$ cat src/rtl/iob_cache_be_arbiter.sv
// Round-robin arbiter sharing one back-end memory port among N_MASTERS cache back ends.
// Define IOB_CACHE_BE_ARB_FIXED_PRIO_EN to pin the priority pointer at 0 (lowest index always wins).
module iob_cache_be_arbiter #(
    parameter int unsigned N_MASTERS   = 2,
    parameter int unsigned BE_ADDR_W   = 24,
    parameter int unsigned BE_DATA_W   = 32,
    parameter int unsigned BE_NBYTES   = BE_DATA_W / 8,
    parameter int unsigned N_MASTERS_W = (N_MASTERS > 1) ? $clog2(N_MASTERS) : 1
) (
    input  logic                           clk_i,
    input  logic                           arst_n_i,
    input  logic                           cke_i,
    input  logic [N_MASTERS-1:0]           req_valid_i,
    input  logic [N_MASTERS*BE_ADDR_W-1:0] req_addr_i,
    input  logic [N_MASTERS*BE_DATA_W-1:0] req_wdata_i,
    input  logic [N_MASTERS*BE_NBYTES-1:0] req_wstrb_i,
    input  logic [N_MASTERS-1:0]           req_lock_i,
    output logic [N_MASTERS-1:0]           req_ready_o,
    output logic [N_MASTERS-1:0]           req_rvalid_o,
    output logic [BE_DATA_W-1:0]           req_rdata_o,
    output logic                           be_valid_o,
    output logic [BE_ADDR_W-1:0]           be_addr_o,
    output logic [BE_DATA_W-1:0]           be_wdata_o,
    output logic [BE_NBYTES-1:0]           be_wstrb_o,
    input  logic                           be_ready_i,
    input  logic [BE_DATA_W-1:0]           be_rdata_i,
    input  logic                           be_rvalid_i,
    output logic [N_MASTERS-1:0]           grant_o,
    output logic                           busy_o
);

    localparam int unsigned SUM_W = N_MASTERS_W + 1;

    typedef enum logic [1:0] {
        S_IDLE   = 2'd0,
        S_ACCESS = 2'd1,
        S_WAIT_R = 2'd2
    } state_e;

    state_e                 state_q, state_d;
    logic [N_MASTERS_W-1:0] gnt_q, gnt_d;
    logic [N_MASTERS_W-1:0] ptr_q, ptr_d;

    logic [BE_ADDR_W-1:0] addr_a  [N_MASTERS];
    logic [BE_DATA_W-1:0] wdata_a [N_MASTERS];
    logic [BE_NBYTES-1:0] wstrb_a [N_MASTERS];

    for (genvar k = 0; k < N_MASTERS; k++) begin : g_unpack
        assign addr_a[k]  = req_addr_i[k*BE_ADDR_W +: BE_ADDR_W];
        assign wdata_a[k] = req_wdata_i[k*BE_DATA_W +: BE_DATA_W];
        assign wstrb_a[k] = req_wstrb_i[k*BE_NBYTES +: BE_NBYTES];
    end

    logic                 g_valid, g_lock, g_acc, g_write;
    logic [BE_NBYTES-1:0] g_wstrb;

    assign g_valid     = req_valid_i[gnt_q];
    assign g_lock      = req_lock_i[gnt_q];
    assign g_wstrb     = wstrb_a[gnt_q];
    assign g_write     = |g_wstrb;
    assign g_acc       = g_valid & be_ready_i & cke_i;
    assign req_rdata_o = be_rdata_i;

    // First valid requester at or above the pointer, wrapping modulo N_MASTERS.
    logic                   arb_found;
    logic [N_MASTERS_W-1:0] arb_idx;
    logic [SUM_W-1:0]       arb_sum;

    always_comb begin
        arb_found = 1'b0;
        arb_idx   = '0;
        arb_sum   = '0;
        for (int unsigned i = 0; i < N_MASTERS; i++) begin
            arb_sum = {1'b0, ptr_q} + SUM_W'(i);
            if (arb_sum >= SUM_W'(N_MASTERS)) begin
                arb_sum = arb_sum - SUM_W'(N_MASTERS);
            end
            if (!arb_found && req_valid_i[arb_sum[N_MASTERS_W-1:0]]) begin
                arb_found = 1'b1;
                arb_idx   = arb_sum[N_MASTERS_W-1:0];
            end
        end
    end

    logic do_rel;

    always_comb begin
        state_d      = state_q;
        gnt_d        = gnt_q;
        ptr_d        = ptr_q;
        do_rel       = 1'b0;
        be_valid_o   = 1'b0;
        be_addr_o    = '0;
        be_wdata_o   = '0;
        be_wstrb_o   = '0;
        req_ready_o  = '0;
        req_rvalid_o = '0;
        grant_o      = '0;
        busy_o       = (state_q != S_IDLE);

        unique case (state_q)
            S_IDLE: begin
                if (arb_found) begin
                    gnt_d   = arb_idx;
                    state_d = S_ACCESS;
                end
            end
            S_ACCESS: begin
                grant_o            = N_MASTERS'(1) << gnt_q;
                be_valid_o         = g_valid & cke_i;
                be_addr_o          = addr_a[gnt_q];
                be_wdata_o         = wdata_a[gnt_q];
                be_wstrb_o         = g_wstrb;
                req_ready_o[gnt_q] = g_acc;
                if (g_acc) begin
                    if (!g_write) begin
                        state_d = S_WAIT_R;
                    end else if (!g_lock) begin
                        do_rel = 1'b1;
                    end
                end else if (!g_valid && !g_lock) begin
                    do_rel = 1'b1;
                end
            end
            S_WAIT_R: begin
                grant_o             = N_MASTERS'(1) << gnt_q;
                req_rvalid_o[gnt_q] = be_rvalid_i & cke_i;
                if (be_rvalid_i) begin
                    if (g_lock) begin
                        state_d = S_ACCESS;
                    end else begin
                        do_rel = 1'b1;
                    end
                end
            end
            default: state_d = S_IDLE;
        endcase

        // Releasing requester k hands priority to k+1.
        if (do_rel) begin
            state_d = S_IDLE;
`ifdef IOB_CACHE_BE_ARB_FIXED_PRIO_EN
            ptr_d   = '0;
`else
            ptr_d   = (gnt_q == N_MASTERS_W'(N_MASTERS - 1)) ? '0 : N_MASTERS_W'(gnt_q + 1'b1);
`endif
        end
    end

    always_ff @(posedge clk_i or negedge arst_n_i) begin
        if (!arst_n_i) begin
            state_q <= S_IDLE;
            gnt_q   <= '0;
            ptr_q   <= '0;
        end else if (cke_i) begin
            state_q <= state_d;
            gnt_q   <= gnt_d;
            ptr_q   <= ptr_d;
        end
    end

endmodule
$ cat config.mk
export PLATFORM = sky130hd
export DESIGN_NAME = iob_cache_be_arbiter
export DESIGN_NICKNAME = d
export VERILOG_FILES = /design/src/rtl/iob_cache_be_arbiter.sv
export SDC_FILE = /design/constraint.sdc
export NUM_CORES = 1
export LEC_CHECK = 0
export CORE_AREA = 2 2 102 104
export CTS_BUF_LIST = sky130_fd_sc_hd__clkbuf_2 sky130_fd_sc_hd__clkbuf_4 sky130_fd_sc_hd__clkbuf_8
export CTS_CLUSTER_DIAMETER = 40
export CTS_CLUSTER_SIZE = 16
export DETAILED_ROUTE_END_ITERATION = 6
export DIE_AREA = 0 0 104 106
export GPL_TIMING_DRIVEN = 0
export PLACE_DENSITY = 0.69
export SLEW_MARGIN = 10
export SYNTH_ARGS = -nofsm -noshare
export SYNTH_HDL_FRONTEND = slang
export SYNTH_SLANG_ARGS = --single-unit
$ cat constraint.sdc
create_clock -name clk_i -period 1.98 [get_ports clk_i]
set_input_delay 0.297 -clock clk_i [delete_from_list [all_inputs] [get_ports clk_i]]
set_output_delay 0.297 -clock clk_i [all_outputs]
set_load 0.02 [all_outputs]
# --- Yosys cells after proc, flatten, opt, wreduce, memory -nomap -nowiden ---
# Index checks and enable logic that the tools add are counted.
word_totals:
  output_inout_bits: 100
  wordCells: 88
  inputBits: 161
  regBits: 4
classes:
  bitwise_logic: 7
  magnitude_cmp: 7
  n_eq_ne: 7
  mux: 46
  n_shift: 1
  reduce_logical: 13
  add_sub_neg: 4
ops:
  columns: ["cell", "count"]
  rows:
  - ["$mux 32", 4]
  - ["$mux 24", 4]
  - ["$mux 1", 22]
  - ["$mux 2", 9]
  - ["$mux 4", 4]
  - ["$ne 3x3->1 const B", 5]
  - ["$lt 1x2->1 const B", 3]
  - ["$pmux 2 s3", 1]
  - ["$reduce_and 6->1", 1]
  - ["$and 1x1->1", 4]
  - ["$and 2x2->2", 2]
  - ["$ge 2x2->1 const B", 2]
  - ["$reduce_or 4->1", 1]
  - ["$logic_and 1x1->1", 3]
  - ["$logic_not 1->1", 3]
  - ["$reduce_and 3->1", 1]
  - ["$add 1x1->2 const B", 1]
  - ["$eq 2x1->1 const B", 1]
  - ["$eq 2x2->1 const B", 1]
  - ["$ge 1x2->1 const B", 1]
  - ["$logic_not 2->1", 1]
  - ["$not 1->2", 1]
  - ["$pmux 1 s2", 1]
  - ["$reduce_and 2->1", 1]
  - ["7 further kinds", 8]

# --- Logic depth before layout (Yosys ltp) ---
# Gate-level depths: netlist (run 1).
logic_depth:
  ltp_word: 11
  depth_mapped: 6

# --- Worst setup path before layout (run 1) ---
# Ideal clock, no wire load.
synth_path:
  path_kind: "register to output"
  from: "register state_q[1]"
  to: "output be_addr_o[0]"
  arrival_ps: 1526
  required_ps: 1683
  path_slack_ps: 157
  path_buffers: 2
  path_stages_with_launch: 6
  cell_sequence: "dfrtp_1 -> inv_1 -> ha_1 -> clkbuf_1 -> clkbuf_1 -> nor2b_1"
synth_between:
  elab_chain_cells: 2
synth_rtl:
  columns: ["item", "line_no", "source"]
  rows:
  - ["start: declaration", "40", "state_e state_q, state_d;"]
  - ["start signal: assignment", "156", "state_q <= state_d;"]
  - ["$eq 2x1->1", "101", "unique case (state_q)"]
  - ["$mux 24", "101", null]
  - ["end: declaration", "22", "output logic [BE_ADDR_W-1:0] be_addr_o,"]
# Every way passes these cells.

# --- Worst setup path in the final report (run 1) ---
layout_path:
  from: "register state_q[1]"
  to: "register ptr_q"
layout_between:
  elab_chain_cells: 3
  word_cells_on_any_way: 4
  classes_between: "2 x eq/ne; 1 x mux; 1 x reduce/logical"
layout_rtl:
  columns: ["item", "line_no", "source"]
  rows:
  - ["$eq 2x2->1 or $eq 2x1->1 (tied branches)", "101", null]
  - ["$pmux 1 s2 *", "101", null]
  - ["$reduce_and 2->1 (no source line) *", null, null]
  - ["end signal: assignment", "158", "ptr_q <= ptr_d;"]
  - ["end: declaration", "42", "logic [N_MASTERS_W-1:0] ptr_q, ptr_d;"]
# Mark *: on every way between the ends. The rest lies on a longest branch, timed or not.
# A chain may end at the register's enable or synchronous reset.

==> results of run 1 <==
## placed cells by master (no fill, tap or decap), drive strengths merged, types with 2 or more instances in the layout
cell           instances
nor2b                 62
nor2                   5
nand3                  2
mux2i                 61
clkbuf                15
dlygate4sd2           12
a31oi                  2
clkdlybuf4s15          2
inv                    5
nand2                  5
nand4                  3
a21oi                  2
or4                    2
and2                   2
ha                     4
dfrtp                  4
buf                   92
a2111o                 2
clkdlybuf4s50        157
## per-stage QoR
stage | setup slack [ps] | utilization | cells | hold slack (ps) | power, uW
3_5_place_dp | -818 | 0.417 | 585 | 506 | 3940
6_report | 62.0 | 0.406 | 590 | 288 | 3880
2_1_floorplan | 157 | - | 222 | 1.41 | 2320
5_1_grt | 1.77 | 0.406 | 589 | 302 | 4160
4_1_cts | 1.60 | 0.414 | 589 | 292 | 3970
3_3_place_gp | -885 | 0.417 | 585 | 506 | 3910
## layer usage
layer,part of all wire,vias up
li1,-,1194
met1,0.39,1119
met2,0.55,131
met3,0.059,4
met4,0.0043,0
met5,0,-
## worst max-delay path, stage by stage, from the launching register on
cell and delay (ps):
sky130_fd_sc_hd__dfrtp_1 400, sky130_fd_sc_hd__inv_2 110, sky130_fd_sc_hd__ha_4 170, sky130_fd_sc_hd__nor4bb_1 290, sky130_fd_sc_hd__a211oi_1 120, sky130_fd_sc_hd__a31oi_1 330
sky130_fd_sc_hd__mux2_2 370
## sequential cells by signal, summed over array words and instances (netlist names)
name,flops
ptr_q,1
state_q,2
gnt_q,1
## worst max path at each step
stage                      startpoint                 to  slack [ps]  cells past startpoint
2_1_floorplan  state_q[1]$_DFFE_PN0P_       be_addr_o[0]         160                      5
3_5_place_dp   state_q[1]$_DFFE_PN0P_      be_wstrb_o[3]        -820                      6
3_3_place_gp   state_q[1]$_DFFE_PN0P_      be_wstrb_o[3]        -890                      6
5_1_grt        state_q[0]$_DFFE_PN0P_    req_rvalid_o[1]           2                      5
6_report       state_q[1]$_DFFE_PN0P_  ptr_q$_DFFE_PN0P_          60                      6
4_1_cts        state_q[1]$_DFFE_PN0P_      be_wdata_o[3]           2                      6
## what timing repair did
action	4_1_cts	5_1_grt
buffers inserted	1	0
resized for setup	238	39
setup endpoints to repair	69	36
pin swaps	3	1
hold buffers	0	0
## area by class of cell
cell class / instances / area, sq um / share of cell area
Buffer: 48 / 399 / 0.0983
Timing Repair Buffer: 228 / 2000 / 0.494
Multi-Input combinational cell: 165 / 1330 / 0.326
Antenna cell: 1 / 2.50 / 0.000616
Sequential cell: 4 / 100 / 0.0246
Tap cell: 136 / 170 / 0.0419
Clock buffer: 3 / 41.3 / 0.0102
Inverter: 5 / 18.8 / 0.00462
## logic make-up after synthesis
group           synth area share
buf+inv                    0.190
fa+ha+maj                 0.0290
mux                        0.360
flops                     0.0580
simple gates               0.304
compound gates            0.0594
## where the power goes
| group | switching [uW] | internal [uW] |
|---|---|---|
| logic | 1870 | 1710 |
| registers | 23.0 | 113 |
| clock network | 39.0 | 129 |
| total | 1930 | 1950 |
## synthesized netlist by cell type, types with 2 or more instances
master / n
sky130_fd_sc_hd__nor2b_1: 62
sky130_fd_sc_hd__mux2i_1: 61
sky130_fd_sc_hd__buf_4: 32
sky130_fd_sc_hd__clkbuf_1: 8
sky130_fd_sc_hd__buf_2: 7
sky130_fd_sc_hd__inv_1: 5
sky130_fd_sc_hd__nand2_1: 5
sky130_fd_sc_hd__nor2_1: 5
sky130_fd_sc_hd__dfrtp_1: 4
sky130_fd_sc_hd__ha_1: 4
sky130_fd_sc_hd__nand4_1: 3
sky130_fd_sc_hd__a2111o_1: 2
sky130_fd_sc_hd__a21oi_1: 2
sky130_fd_sc_hd__a31oi_1: 2
sky130_fd_sc_hd__and2_1: 2
sky130_fd_sc_hd__nand3_1: 2
==> impl_metrics.prom, run 1 <==
# TYPE chip_impl_metric gauge
chip_impl_info{name="timing.setup.critical_path_class",value="reg -> reg"} 1
chip_impl_metric{name="instance_count_of_the_mapped_netlist",unit=""} 222
chip_impl_metric{name="p_per_area",unit="nW/um^2"} 956
chip_impl_metric{name="max_cap_violations",unit=""} 0
chip_impl_metric{name="port-buffer-count",unit=""} 227
chip_impl_metric{name="yosys_register_bits",unit=""} 4
chip_impl_metric{name="number_of_distinct_library_cells_after_synthesis",unit=""} 32
chip_impl_info{name="grt-busiest-layer",value="met2"} 1
chip_impl_metric{name="drcViolationCount",unit=""} 0
chip_impl_metric{name="core-area",unit="sq um"} 10000
chip_impl_metric{name="detail_route.iter0.violations",unit=""} 47
chip_impl_metric{name="slew_violations",unit=""} 0
chip_impl_metric{name="antenna_violations_before_repair",unit=""} 0
chip_impl_metric{name="globalRouteMet2Util",unit=""} 0.270
chip_impl_metric{name="fill_cells",unit=""} 1048
chip_impl_metric{name="clock.fmax",unit="GHz"} 0.521
chip_impl_info{name="unrepaired_setup_endpoints_after_global_routing",value="no"} 1
chip_impl_metric{name="start_util",unit=""} 0.173
chip_impl_info{name="reg2reg_from",value="state_q[1]$_DFFE_PN0P_"} 1
chip_impl_metric{name="async_reset_ff_frac",unit=""} 1.00
chip_impl_metric{name="placed_area",unit="sq um"} 4170
chip_impl_metric{name="ys_seq_area_frac",unit=""} 0.0580
chip_impl_metric{name="final-hold-violation-count",unit=""} 0
chip_impl_metric{name="worst_pin_slew",unit="ps"} 404
chip_impl_metric{name="final-setup-viol-count",unit=""} 0
chip_impl_metric{name="grt_overflow",unit=""} 0
chip_impl_metric{name="power.leakage",unit="uW"} 0.00191
chip_impl_metric{name="crit_path_max_fanout",unit=""} 6
chip_impl_metric{name="ant_nets",unit=""} 0
chip_impl_metric{name="fp-row-count",unit=""} 37
chip_impl_metric{name="dieArea",unit="sq um"} 11000
chip_impl_info{name="r2r-end",value="ptr_q$_DFFE_PN0P_"} 1
chip_impl_info{name="hold_path.class",value="in -> async"} 1
chip_impl_metric{name="relSlewSlack",unit=""} 0.731
chip_impl_metric{name="share_of_post_route_cells_with_drive_strength_above_1",unit=""} 0.254
chip_impl_metric{name="finish.net_count",unit=""} 620
chip_impl_metric{name="cts.htree.levels",unit=""} 1
chip_impl_metric{name="r2r_setup_slack",unit="ps"} 60
chip_impl_metric{name="ys.warnings.count",unit=""} 0
chip_impl_metric{name="routed-via-count",unit=""} 2448
chip_impl_metric{name="longest_clk_path_bufs",unit=""} 2
chip_impl_metric{name="wl",unit="microns"} 8210
chip_impl_metric{name="post_synthesis_cell_area",unit="sq um"} 1730
chip_impl_info{name="run_status",value="completed"} 1
chip_impl_info{name="yosysTopAreaCell",value="sky130_fd_sc_hd__mux2i_1"} 1
chip_impl_info{name="most_common_flop_cell_mapped_by_yosys",value="sky130_fd_sc_hd__dfrtp_1"} 1
chip_impl_metric{name="syn_nets",unit=""} 387
chip_impl_metric{name="layout.cell_area.non_filler",unit="sq um"} 4060
chip_impl_info{name="tritoncts_clock_tree",value="done"} 1
chip_impl_metric{name="synth.top_cell.area_share",unit=""} 0.354
chip_impl_info{name="startpoint_type",value="flop"} 1
chip_impl_info{name="type_of_element_capturing_the_critical_path",value="flop"} 1
chip_impl_metric{name="place_congestion",unit=""} 0.811
chip_impl_metric{name="grt_first_pass_wirelength",unit="microns"} 12400
chip_impl_metric{name="detailedRoute.firstPassIterationCount",unit=""} 4
chip_impl_metric{name="viasPerCell",unit=""} 4.15
chip_impl_metric{name="finalClockSkew",unit="ps"} 0.875
chip_impl_metric{name="grtUsageMet1",unit=""} 0.152
chip_impl_metric{name="synth-edff-count",unit=""} 0
chip_impl_metric{name="ioPinCount",unit=""} 261
chip_impl_info{name="post_synth_main_area_contributors",value="sky130_fd_sc_hd__mux2i_1 (35%), sky130_fd_sc_hd__nor2b_1 (22%), sky130_fd_sc_hd__buf_4 (14%), sky130_fd_sc_hd__dfrtp_1 (5.8%), sky130_fd_sc_hd__ha_1 (2.9%)"} 1
chip_impl_metric{name="clk_pin_slew",unit="ps"} 30
chip_impl_metric{name="area_delta_synth_final",unit="%"} 135
chip_impl_metric{name="grt_util_all_layers",unit=""} 0.136
chip_impl_metric{name="cts.sinks",unit=""} 4
chip_impl_metric{name="irDropWorstVdd",unit="mV"} 0.610
chip_impl_info{name="cts_root_buffer",value="sky130_fd_sc_hd__clkbuf_8"} 1
chip_impl_metric{name="routedWlPerCell",unit="microns"} 13.9
chip_impl_metric{name="via_count_of_the_first_global_routing_pass",unit=""} 2469
chip_impl_metric{name="worst-r2r-cell-count",unit=""} 6
chip_impl_metric{name="die_h",unit="microns"} 106
chip_impl_metric{name="post-route-period-util",unit=""} 0.969
chip_impl_metric{name="tns",unit="ps"} 0
chip_impl_metric{name="maximum_number_of_pins_on_one_net_before_global_route_repair",unit=""} 11
chip_impl_metric{name="fin_crit",unit="ps"} 1920
chip_impl_metric{name="total_half_perimeter_wirelength_after_legalization_and_detailed_placement",unit="microns"} 7050
chip_impl_metric{name="cts_made_buffers",unit=""} 3
chip_impl_metric{name="worst_skew_pair.late_latency",unit="ps"} 210
chip_impl_metric{name="postSynthAreaPerCell",unit="sq um"} 7.78
chip_impl_metric{name="floorplan.die.width",unit="microns"} 104
chip_impl_metric{name="timing.critical_path.arrival",unit="ps"} 2010
chip_impl_metric{name="globalRouteMet3Util",unit=""} 0.0245
chip_impl_metric{name="cp_data_required_time",unit="ps"} 2070
(Power assumes the default switching activity.)
==> run 2: changes to the inputs <==
--- a/config.mk
+++ b/config.mk
@@ -5,14 +5,15 @@
 export SDC_FILE = /design/constraint.sdc
 export NUM_CORES = 1
 export LEC_CHECK = 0
-export CORE_AREA = 2 2 102 104
+export ABC_AREA = 1
+export CORE_AREA = 2 2 103 105
 export CTS_BUF_LIST = sky130_fd_sc_hd__clkbuf_2 sky130_fd_sc_hd__clkbuf_4 sky130_fd_sc_hd__clkbuf_8
 export CTS_CLUSTER_DIAMETER = 40
 export CTS_CLUSTER_SIZE = 16
 export DETAILED_ROUTE_END_ITERATION = 6
-export DIE_AREA = 0 0 104 106
+export DIE_AREA = 0 0 105 107
 export GPL_TIMING_DRIVEN = 0
-export PLACE_DENSITY = 0.69
+export PLACE_DENSITY = 0.66
 export SLEW_MARGIN = 10
 export SYNTH_ARGS = -nofsm -noshare
 export SYNTH_HDL_FRONTEND = slang
==> run 2 against run 1 <==
  * Final area shrank 1.8%
  * Largest cell class unchanged
  * Sequential power grew 24%
  * Clock power is essentially flat
==> impl_metrics.prom, run 2 <==
# TYPE chip_impl_metric gauge
chip_impl_metric{name="ys.warnings.count",unit=""} 0
chip_impl_metric{name="post-route-period-util",unit=""} 0.978
chip_impl_metric{name="dieArea",unit="sq um"} 11200
chip_impl_metric{name="grt_util_all_layers",unit=""} 0.146
chip_impl_metric{name="post_synthesis_cell_area",unit="sq um"} 1510
chip_impl_metric{name="final-setup-viol-count",unit=""} 0
chip_impl_metric{name="share_of_post_route_cells_with_drive_strength_above_1",unit=""} 0.259
chip_impl_metric{name="layout.cell_area.non_filler",unit="sq um"} 3990
chip_impl_metric{name="detail_route.iter0.violations",unit=""} 126
chip_impl_metric{name="ant_nets",unit=""} 0
chip_impl_metric{name="power_frac_comb",unit=""} 0.919
chip_impl_metric{name="clock.fmax",unit="GHz"} 0.516
chip_impl_metric{name="finish.utilization",unit=""} 0.395
chip_impl_metric{name="irDropWorstVdd",unit="mV"} 0.424
chip_impl_metric{name="routed-via-count",unit=""} 2820
chip_impl_metric{name="total_power_consumption",unit="uW"} 4160
chip_impl_info{name="startpoint_type",value="flop"} 1
chip_impl_metric{name="power.internal",unit="uW"} 1810
chip_impl_metric{name="floorplan.die.width",unit="microns"} 105
chip_impl_metric{name="timing.critical_path.arrival",unit="ps"} 1640
chip_impl_metric{name="place_ws",unit="ps"} -998
chip_impl_info{name="worstPathCellList",value="inv_2 -> ha_4 -> clkinvlp_4 -> buf_12 -> clkbuf_8 -> a21oi_1 -> buf_4"} 1
chip_impl_info{name="crit_path_top_delay_cell",value="sky130_fd_sc_hd__dfrtp_1"} 1
chip_impl_metric{name="p_sw_frac",unit=""} 0.565
chip_impl_metric{name="r2r_setup_slack",unit="ps"} 210
chip_impl_info{name="layout.cells.most_common",value="sky130_fd_sc_hd__clkdlybuf4s50_1"} 1
chip_impl_metric{name="antenna_violations_before_repair",unit=""} 0
chip_impl_info{name="timing.setup.critical_path_class",value="reg -> out"} 1
chip_impl_info{name="r2r-end",value="state_q[0]$_DFFE_PN0P_"} 1
chip_impl_metric{name="ys_seq_area_frac",unit=""} 0.0661
chip_impl_metric{name="wl",unit="microns"} 9220
chip_impl_metric{name="postSynthAreaPerCell",unit="sq um"} 4.92
chip_impl_info{name="yosysTopAreaCell",value="sky130_fd_sc_hd__nand2_1"} 1
chip_impl_metric{name="grt_first_pass_wirelength",unit="microns"} 13200
chip_impl_metric{name="total_switching_power",unit="uW"} 2350
chip_impl_metric{name="fin_crit",unit="ps"} 1940
chip_impl_metric{name="power_frac_clock",unit=""} 0.041
chip_impl_info{name="synth_common_cells",value="sky130_fd_sc_hd__nand2_1 (143), sky130_fd_sc_hd__a21oi_1 (63), sky130_fd_sc_hd__buf_4 (33)"} 1
chip_impl_metric{name="finish.net_count",unit=""} 715
chip_impl_metric{name="syn_nets",unit=""} 473
chip_impl_metric{name="place_congestion",unit=""} 0.881
chip_impl_metric{name="max_cap_violations",unit=""} 0
chip_impl_metric{name="routedWlPerCell",unit="microns"} 13.5
chip_impl_metric{name="relSlewSlack",unit=""} 0.830
chip_impl_metric{name="layout_setup_ws",unit="ps"} 43.2
chip_impl_metric{name="area_delta_synth_final",unit="%"} 163
chip_impl_metric{name="worst-r2r-cell-count",unit=""} 12
chip_impl_info{name="hold_path.class",value="in -> async"} 1
chip_impl_info{name="reg2reg_from",value="state_q[1]$_DFFE_PN0P_"} 1
chip_impl_metric{name="viasPerCell",unit=""} 4.12
chip_impl_metric{name="worst_skew_pair.late_latency",unit="ps"} 220
chip_impl_metric{name="crit_path_max_fanout",unit=""} 10
chip_impl_metric{name="cts.htree.levels",unit=""} 1
chip_impl_metric{name="power_frac_seq",unit=""} 0.041
chip_impl_metric{name="maximum_number_of_pins_on_one_net_before_global_route_repair",unit=""} 11
chip_impl_info{name="post_synth_main_area_contributors",value="sky130_fd_sc_hd__nand2_1 (35%), sky130_fd_sc_hd__a21oi_1 (21%), sky130_fd_sc_hd__buf_4 (16%), sky130_fd_sc_hd__dfrtp_1 (6.6%), sky130_fd_sc_hd__clkbuf_1 (4.2%)"} 1
chip_impl_info{name="most-common-layout-cells",value="sky130_fd_sc_hd__clkdlybuf4s50_1 (161), sky130_fd_sc_hd__nand2_1 (143), sky130_fd_sc_hd__a21oi_1 (58)"} 1
chip_impl_info{name="top_register",value="state_q"} 1
chip_impl_metric{name="final-hold-violation-count",unit=""} 0
chip_impl_metric{name="grt_overflow",unit=""} 0
chip_impl_info{name="type_of_element_capturing_the_critical_path",value="primary output"} 1
chip_impl_metric{name="p_per_area",unit="nW/um^2"} 1040
chip_impl_metric{name="cp_data_required_time",unit="ps"} 1680
chip_impl_metric{name="die_h",unit="microns"} 107
chip_impl_metric{name="core-area",unit="sq um"} 10100
chip_impl_metric{name="async_reset_ff_frac",unit=""} 1.00
chip_impl_metric{name="finalClockSkew",unit="ps"} 0.598
chip_impl_metric{name="synth-edff-count",unit=""} 0
chip_impl_metric{name="power.leakage",unit="uW"} 0.00193
chip_impl_metric{name="postCtsHoldBufs",unit=""} 0
chip_impl_metric{name="instance_count_of_the_mapped_netlist",unit=""} 308
chip_impl_metric{name="antenna_cells",unit=""} 0
chip_impl_metric{name="number_of_distinct_library_cells_after_synthesis",unit=""} 18
chip_impl_info{name="run_status",value="completed"} 1
chip_impl_info{name="tritoncts_clock_tree",value="done"} 1
chip_impl_info{name="layout_top_registers",value="state_q x2, gnt_q x1, ptr_q x1"} 1
chip_impl_metric{name="fp-row-count",unit=""} 37
chip_impl_metric{name="port-buffer-count",unit=""} 228
chip_impl_metric{name="slew_violations",unit=""} 0
chip_impl_metric{name="via_count_of_the_first_global_routing_pass",unit=""} 2650
chip_impl_info{name="synth_most_common_cell",value="sky130_fd_sc_hd__nand2_1"} 1
chip_impl_info{name="cts_root_buffer",value="sky130_fd_sc_hd__clkbuf_8"} 1
chip_impl_metric{name="ioPinCount",unit=""} 261
chip_impl_metric{name="placed_area",unit="sq um"} 3970
chip_impl_metric{name="detailedRoute.firstPassIterationCount",unit=""} 4
chip_impl_metric{name="yosys_register_bits",unit=""} 4
chip_impl_metric{name="cts_made_buffers",unit=""} 3
chip_impl_metric{name="largest_register_ffs",unit=""} 2
chip_impl_metric{name="longest_clk_path_bufs",unit=""} 2
chip_impl_info{name="most_common_flop_cell_mapped_by_yosys",value="sky130_fd_sc_hd__dfrtp_1"} 1
chip_impl_metric{name="total_half_perimeter_wirelength_after_legalization_and_detailed_placement",unit="microns"} 7590
chip_impl_metric{name="drcViolationCount",unit=""} 0
chip_impl_metric{name="worst_hold_slack",unit="ps"} 283
chip_impl_metric{name="start_util",unit=""} 0.150
chip_impl_metric{name="cts.sinks",unit=""} 4
chip_impl_metric{name="clk_pin_slew",unit="ps"} 30
chip_impl_metric{name="synth.top_cell.area_share",unit=""} 0.355
chip_impl_metric{name="worst_pin_slew",unit="ps"} 254
chip_impl_metric{name="cpPeakStageDelay",unit="ps"} 420
[run 2: worst max path at each step]
stage	start	end	slack, ps	depth (start not counted)
2_1_floorplan	gnt_q$_DFFE_PN0P_	be_addr_o[0]	160	5
3_3_place_gp	gnt_q$_DFFE_PN0P_	be_addr_o[12]	-920	6
3_5_place_dp	gnt_q$_DFFE_PN0P_	be_addr_o[12]	-1000	6
4_1_cts	state_q[1]$_DFFE_PN0P_	be_wdata_o[2]	-50	6
5_1_grt	state_q[1]$_DFFE_PN0P_	be_wstrb_o[2]	-20	7
6_report	state_q[1]$_DFFE_PN0P_	be_addr_o[22]	40	7
[run 2: critical path, delay by kind of cell, from the launching register on]
| kind | cells | cell delay (ps) |
|---|---|---|
| buf+inv | 5 | 670 |
| flops | 1 | 420 |
| compound gates | 1 | 140 |
| fa+ha+maj | 1 | 170 |
[run 2: area by class of cell]
| class | instances | area (sq um) |
|---|---|---|
| flip-flops and latches | 4 | 103 |
| fillers | 1120 | 6100 |
| plain buffers | 51 | 414 |
| clock buffers | 3 | 41.3 |
| inverters | 14 | 61.3 |
| well taps | 136 | 170 |
| repair inverters | 1 | 7.51 |
| multi-input cells | 238 | 1080 |
| repair buffers | 237 | 2110 |
[run 2: power groups by stage]
| stage | Clock (uW) | Sequential, uW | Combinational [uW] |
|---|---|---|---|
| after floorplan | 0 | 141 | 1980 |
| after global placement | 0 | 163 | 3750 |
| after detailed placement | 0 | 164 | 3770 |
| after CTS | 175 | 167 | 3730 |
| after global routing | 179 | 176 | 4150 |
| final | 170 | 169 | 3820 |
[run 2: layer usage]
metal,vias up,global-route usage,wire [microns]
li1,1428,-,-
met1,1247,0.174,3690
met3,8,0.0310,690
met4,0,0.0305,91
met2,137,0.269,4750
met5,-,0,0
[run 2: kinds of logic after synthesis]
family | count (synthesis) | synth area share
fa+ha+maj | 4 | 0.0331
compound gates | 69 | 0.231
buf+inv | 66 | 0.245
flops | 4 | 0.0661
simple gates | 165 | 0.424
[run 2: metrics by stage]
step | std cells | setup TNS (ps)
after floorplan | 308 | 0
after global routing | 684 | -465
final | 684 | 0
after global placement | 672 | -39980
after CTS | 680 | -320
after detailed placement | 672 | -41800
[run 2: what timing repair did]
action,CTS,global route
endpoints found under the setup margin,67,59
resized for setup,288,37
cloned,2,2
buffers inserted,4,2
==> run 3: changes to the inputs <==
--- a/config.mk
+++ b/config.mk
@@ -13,7 +13,6 @@
 export DETAILED_ROUTE_END_ITERATION = 6
 export DIE_AREA = 0 0 105 107
 export GPL_TIMING_DRIVEN = 0
-export PLACE_DENSITY = 0.66
 export SLEW_MARGIN = 10
 export SYNTH_ARGS = -nofsm -noshare
 export SYNTH_HDL_FRONTEND = slang
==> run 3 against run 2 <==
  * Register-to-register slack better by 50 ps
  * Setup slack worse by 42 ps
  * Sequential power down 3%
  * Clock power about the same
  * Critical endpoint is now be_wdata_o[27]
  * Largest power group unchanged
==> impl_metrics.prom, run 3 (synthesized netlist as in run 2, its figures left out) <==
# TYPE chip_impl_metric gauge
chip_impl_info{name="run_status",value="completed"} 1
chip_impl_metric{name="layout.cell_area.non_filler",unit="sq um"} 4260
chip_impl_metric{name="power_frac_clock",unit=""} 0.037
chip_impl_metric{name="path_buf_inv",unit=""} 5
chip_impl_metric{name="slew_violations",unit=""} 0
chip_impl_metric{name="area_delta_synth_final",unit="%"} 181
chip_impl_info{name="unrepaired_setup_endpoints_after_global_routing",value="yes"} 1
chip_impl_metric{name="cpPeakStageDelay",unit="ps"} 410
chip_impl_metric{name="place_ws",unit="ps"} -934
chip_impl_metric{name="ant_nets",unit=""} 0
chip_impl_metric{name="worst-r2r-cell-count",unit=""} 12
chip_impl_info{name="worstPathCellList",value="inv_2 -> ha_4 -> clkinvlp_4 -> buf_4 -> clkbuf_8 -> a21oi_2 -> buf_6"} 1
chip_impl_metric{name="cts.sinks",unit=""} 4
chip_impl_metric{name="p_sw_frac",unit=""} 0.555
chip_impl_metric{name="grt_first_pass_wirelength",unit="microns"} 13300
chip_impl_metric{name="power_frac_seq",unit=""} 0.036
chip_impl_metric{name="drcViolationCount",unit=""} 0
chip_impl_metric{name="p_per_area",unit="nW/um^2"} 1070
chip_impl_metric{name="clock.fmax",unit="GHz"} 0.505
chip_impl_metric{name="finish.net_count",unit=""} 712
chip_impl_info{name="worst_path_dominant_cell_family",value="buffers and inverters"} 1
chip_impl_info{name="most-common-layout-cells",value="sky130_fd_sc_hd__clkdlybuf4s50_1 (161), sky130_fd_sc_hd__nand2_1 (143), sky130_fd_sc_hd__buf_4 (75)"} 1
chip_impl_metric{name="worst_pin_slew",unit="ps"} 237
chip_impl_metric{name="final-setup-viol-count",unit=""} 0
chip_impl_metric{name="maximum_number_of_pins_on_one_net_before_global_route_repair",unit=""} 11
chip_impl_metric{name="power_frac_comb",unit=""} 0.928
chip_impl_metric{name="final-hold-violation-count",unit=""} 0
chip_impl_metric{name="relSlewSlack",unit=""} 0.842
chip_impl_metric{name="start_util",unit=""} 0.150
chip_impl_metric{name="total_half_perimeter_wirelength_after_legalization_and_detailed_placement",unit="microns"} 7630
chip_impl_metric{name="share_of_post_route_cells_with_drive_strength_above_1",unit=""} 0.321
chip_impl_metric{name="postCtsHoldBufs",unit=""} 0
chip_impl_metric{name="via_count_of_the_first_global_routing_pass",unit=""} 2755
chip_impl_metric{name="viasPerCell",unit=""} 4.18
chip_impl_metric{name="crit_path_max_fanout",unit=""} 10
chip_impl_metric{name="grt_overflow",unit=""} 0
chip_impl_metric{name="timing.critical_path.arrival",unit="ps"} 1680
chip_impl_metric{name="ioPinCount",unit=""} 261
chip_impl_info{name="hold_path.class",value="in -> async"} 1
chip_impl_info{name="cts_root_buffer",value="sky130_fd_sc_hd__clkbuf_8"} 1
chip_impl_metric{name="core-area",unit="sq um"} 10100
chip_impl_metric{name="tns",unit="ps"} 0
chip_impl_metric{name="antenna_cells",unit=""} 0
chip_impl_info{name="timing.setup.critical_path_class",value="reg -> out"} 1
chip_impl_info{name="top_register",value="state_q"} 1
chip_impl_metric{name="longest_clk_path_bufs",unit=""} 2
chip_impl_metric{name="die_h",unit="microns"} 107
chip_impl_metric{name="power.internal",unit="uW"} 2040
chip_impl_metric{name="wl",unit="microns"} 9260
chip_impl_metric{name="detail_route.iter0.violations",unit=""} 103
chip_impl_metric{name="worst_skew_pair.late_latency",unit="ps"} 210
chip_impl_metric{name="floorplan.die.width",unit="microns"} 105
chip_impl_metric{name="detailedRoute.firstPassIterationCount",unit=""} 5
chip_impl_info{name="layout_top_registers",value="state_q x2, gnt_q x1, ptr_q x1"} 1
chip_impl_info{name="layout.cells.most_common",value="sky130_fd_sc_hd__clkdlybuf4s50_1"} 1
chip_impl_metric{name="total_power_consumption",unit="uW"} 4570
chip_impl_info{name="tritoncts_clock_tree",value="done"} 1
chip_impl_metric{name="finalClockSkew",unit="ps"} 0.570
chip_impl_metric{name="routed-via-count",unit=""} 2849
chip_impl_metric{name="grt_util_all_layers",unit=""} 0.145
chip_impl_metric{name="cts_made_buffers",unit=""} 3
chip_impl_metric{name="fp-row-count",unit=""} 37
chip_impl_metric{name="power.leakage",unit="uW"} 0.00193
chip_impl_metric{name="fill_cells",unit=""} 1105
chip_impl_metric{name="layout_setup_ws",unit="ps"} 1.25
chip_impl_metric{name="place_congestion",unit=""} 0.845
chip_impl_metric{name="area_used_by_sequential_logic_in_the_layout",unit="sq um"} 101
chip_impl_metric{name="area_used_by_multi_input_combinational_logic",unit="sq um"} 1250
chip_impl_info{name="crit_path_top_delay_cell",value="sky130_fd_sc_hd__dfrtp_1"} 1
chip_impl_info{name="startpoint_type",value="flop"} 1
chip_impl_metric{name="irDropWorstVdd",unit="mV"} 0.528
chip_impl_metric{name="port-buffer-count",unit=""} 228
chip_impl_metric{name="total_switching_power",unit="uW"} 2540
chip_impl_metric{name="post-route-period-util",unit=""} 0.999
chip_impl_metric{name="placed_area",unit="sq um"} 3970
chip_impl_metric{name="dieArea",unit="sq um"} 11200
chip_impl_metric{name="finish.utilization",unit=""} 0.422
chip_impl_metric{name="largest_register_ffs",unit=""} 2
chip_impl_metric{name="antenna_violations_before_repair",unit=""} 0
chip_impl_metric{name="cp.depth",unit=""} 7
chip_impl_metric{name="clk_pin_slew",unit="ps"} 30
chip_impl_metric{name="routedWlPerCell",unit="microns"} 13.6
chip_impl_metric{name="fin_crit",unit="ps"} 1980
chip_impl_info{name="type_of_element_capturing_the_critical_path",value="primary output"} 1
chip_impl_metric{name="cp_data_required_time",unit="ps"} 1680
chip_impl_metric{name="max_cap_violations",unit=""} 0
chip_impl_metric{name="cts.htree.levels",unit=""} 1
-- run 3: final cells by class --
type | count | area share
Buffer | 51 | 0.0931
Clock buffer | 3 | 0.00969
Inverter | 14 | 0.0144
Multi-Input combinational cell | 238 | 0.294
Sequential cell | 4 | 0.0238
Tap cell | 136 | 0.0400
Timing Repair Buffer | 235 | 0.525
-- run 3: final timing paths --
check                      slack, ps                   start                     end
hold / removal                   290                arst_n_i       ptr_q$_DFFE_PN0P_
max in group asynchronous       1500                arst_n_i       gnt_q$_DFFE_PN0P_
hold reg to reg                  530       ptr_q$_DFFE_PN0P_       ptr_q$_DFFE_PN0P_
min in group clk_i               530       ptr_q$_DFFE_PN0P_       ptr_q$_DFFE_PN0P_
setup reg to reg                 260  state_q[1]$_DFFE_PN0P_  state_q[0]$_DFFE_PN0P_
setup / recovery                   1  state_q[1]$_DFFE_PN0P_          be_wdata_o[27]
-- run 3: what timing repair did --
action                                  in CTS  in global routing
setup buffers                                5                  2
endpoints found under the setup margin      67                 67
gates resized for setup                    329                 91
gates cloned                                 0                  0
-- run 3: power groups by stage --
stage	clock [uW]	sequential, uW	combinational, uW
after floorplan	0	141	1980
after global placement	0	155	3770
after detailed placement	0	159	3790
after CTS	171	159	3820
after global routing	182	171	4580
final	168	164	4240
-- run 3: stage by stage --
step                cells  hold slack (ps)
detailed placement    672              515
CTS                   679              298
finish                681              292
global route          681              306
floorplan             308             1.41
global placement      672              473
-- run 3: layer usage --
| layer | track usage | up-vias | part of all wire |
|---|---|---|---|
| met5 | 0 | - | 0 |
| met4 | 0.0286 | 0 | 0.012 |
| met3 | 0.0310 | 10 | 0.088 |
| met2 | 0.283 | 161 | 0.54 |
| met1 | 0.160 | 1260 | 0.36 |
| li1 | - | 1418 | - |
-- run 3: worst register-to-register path, cell delays in order (launching register included) --
cell and delay, ps:
sky130_fd_sc_hd__dfrtp_1 410, sky130_fd_sc_hd__inv_2 100, sky130_fd_sc_hd__ha_4 150, sky130_fd_sc_hd__clkinvlp_4 150
sky130_fd_sc_hd__buf_4 190, sky130_fd_sc_hd__nor2_1 100, sky130_fd_sc_hd__nand2_1 70, sky130_fd_sc_hd__nand2_2 90
sky130_fd_sc_hd__nand3_2 90, sky130_fd_sc_hd__nand2_2 90, sky130_fd_sc_hd__nand2_1 70, sky130_fd_sc_hd__nand2_1 60
sky130_fd_sc_hd__nand2_1 40
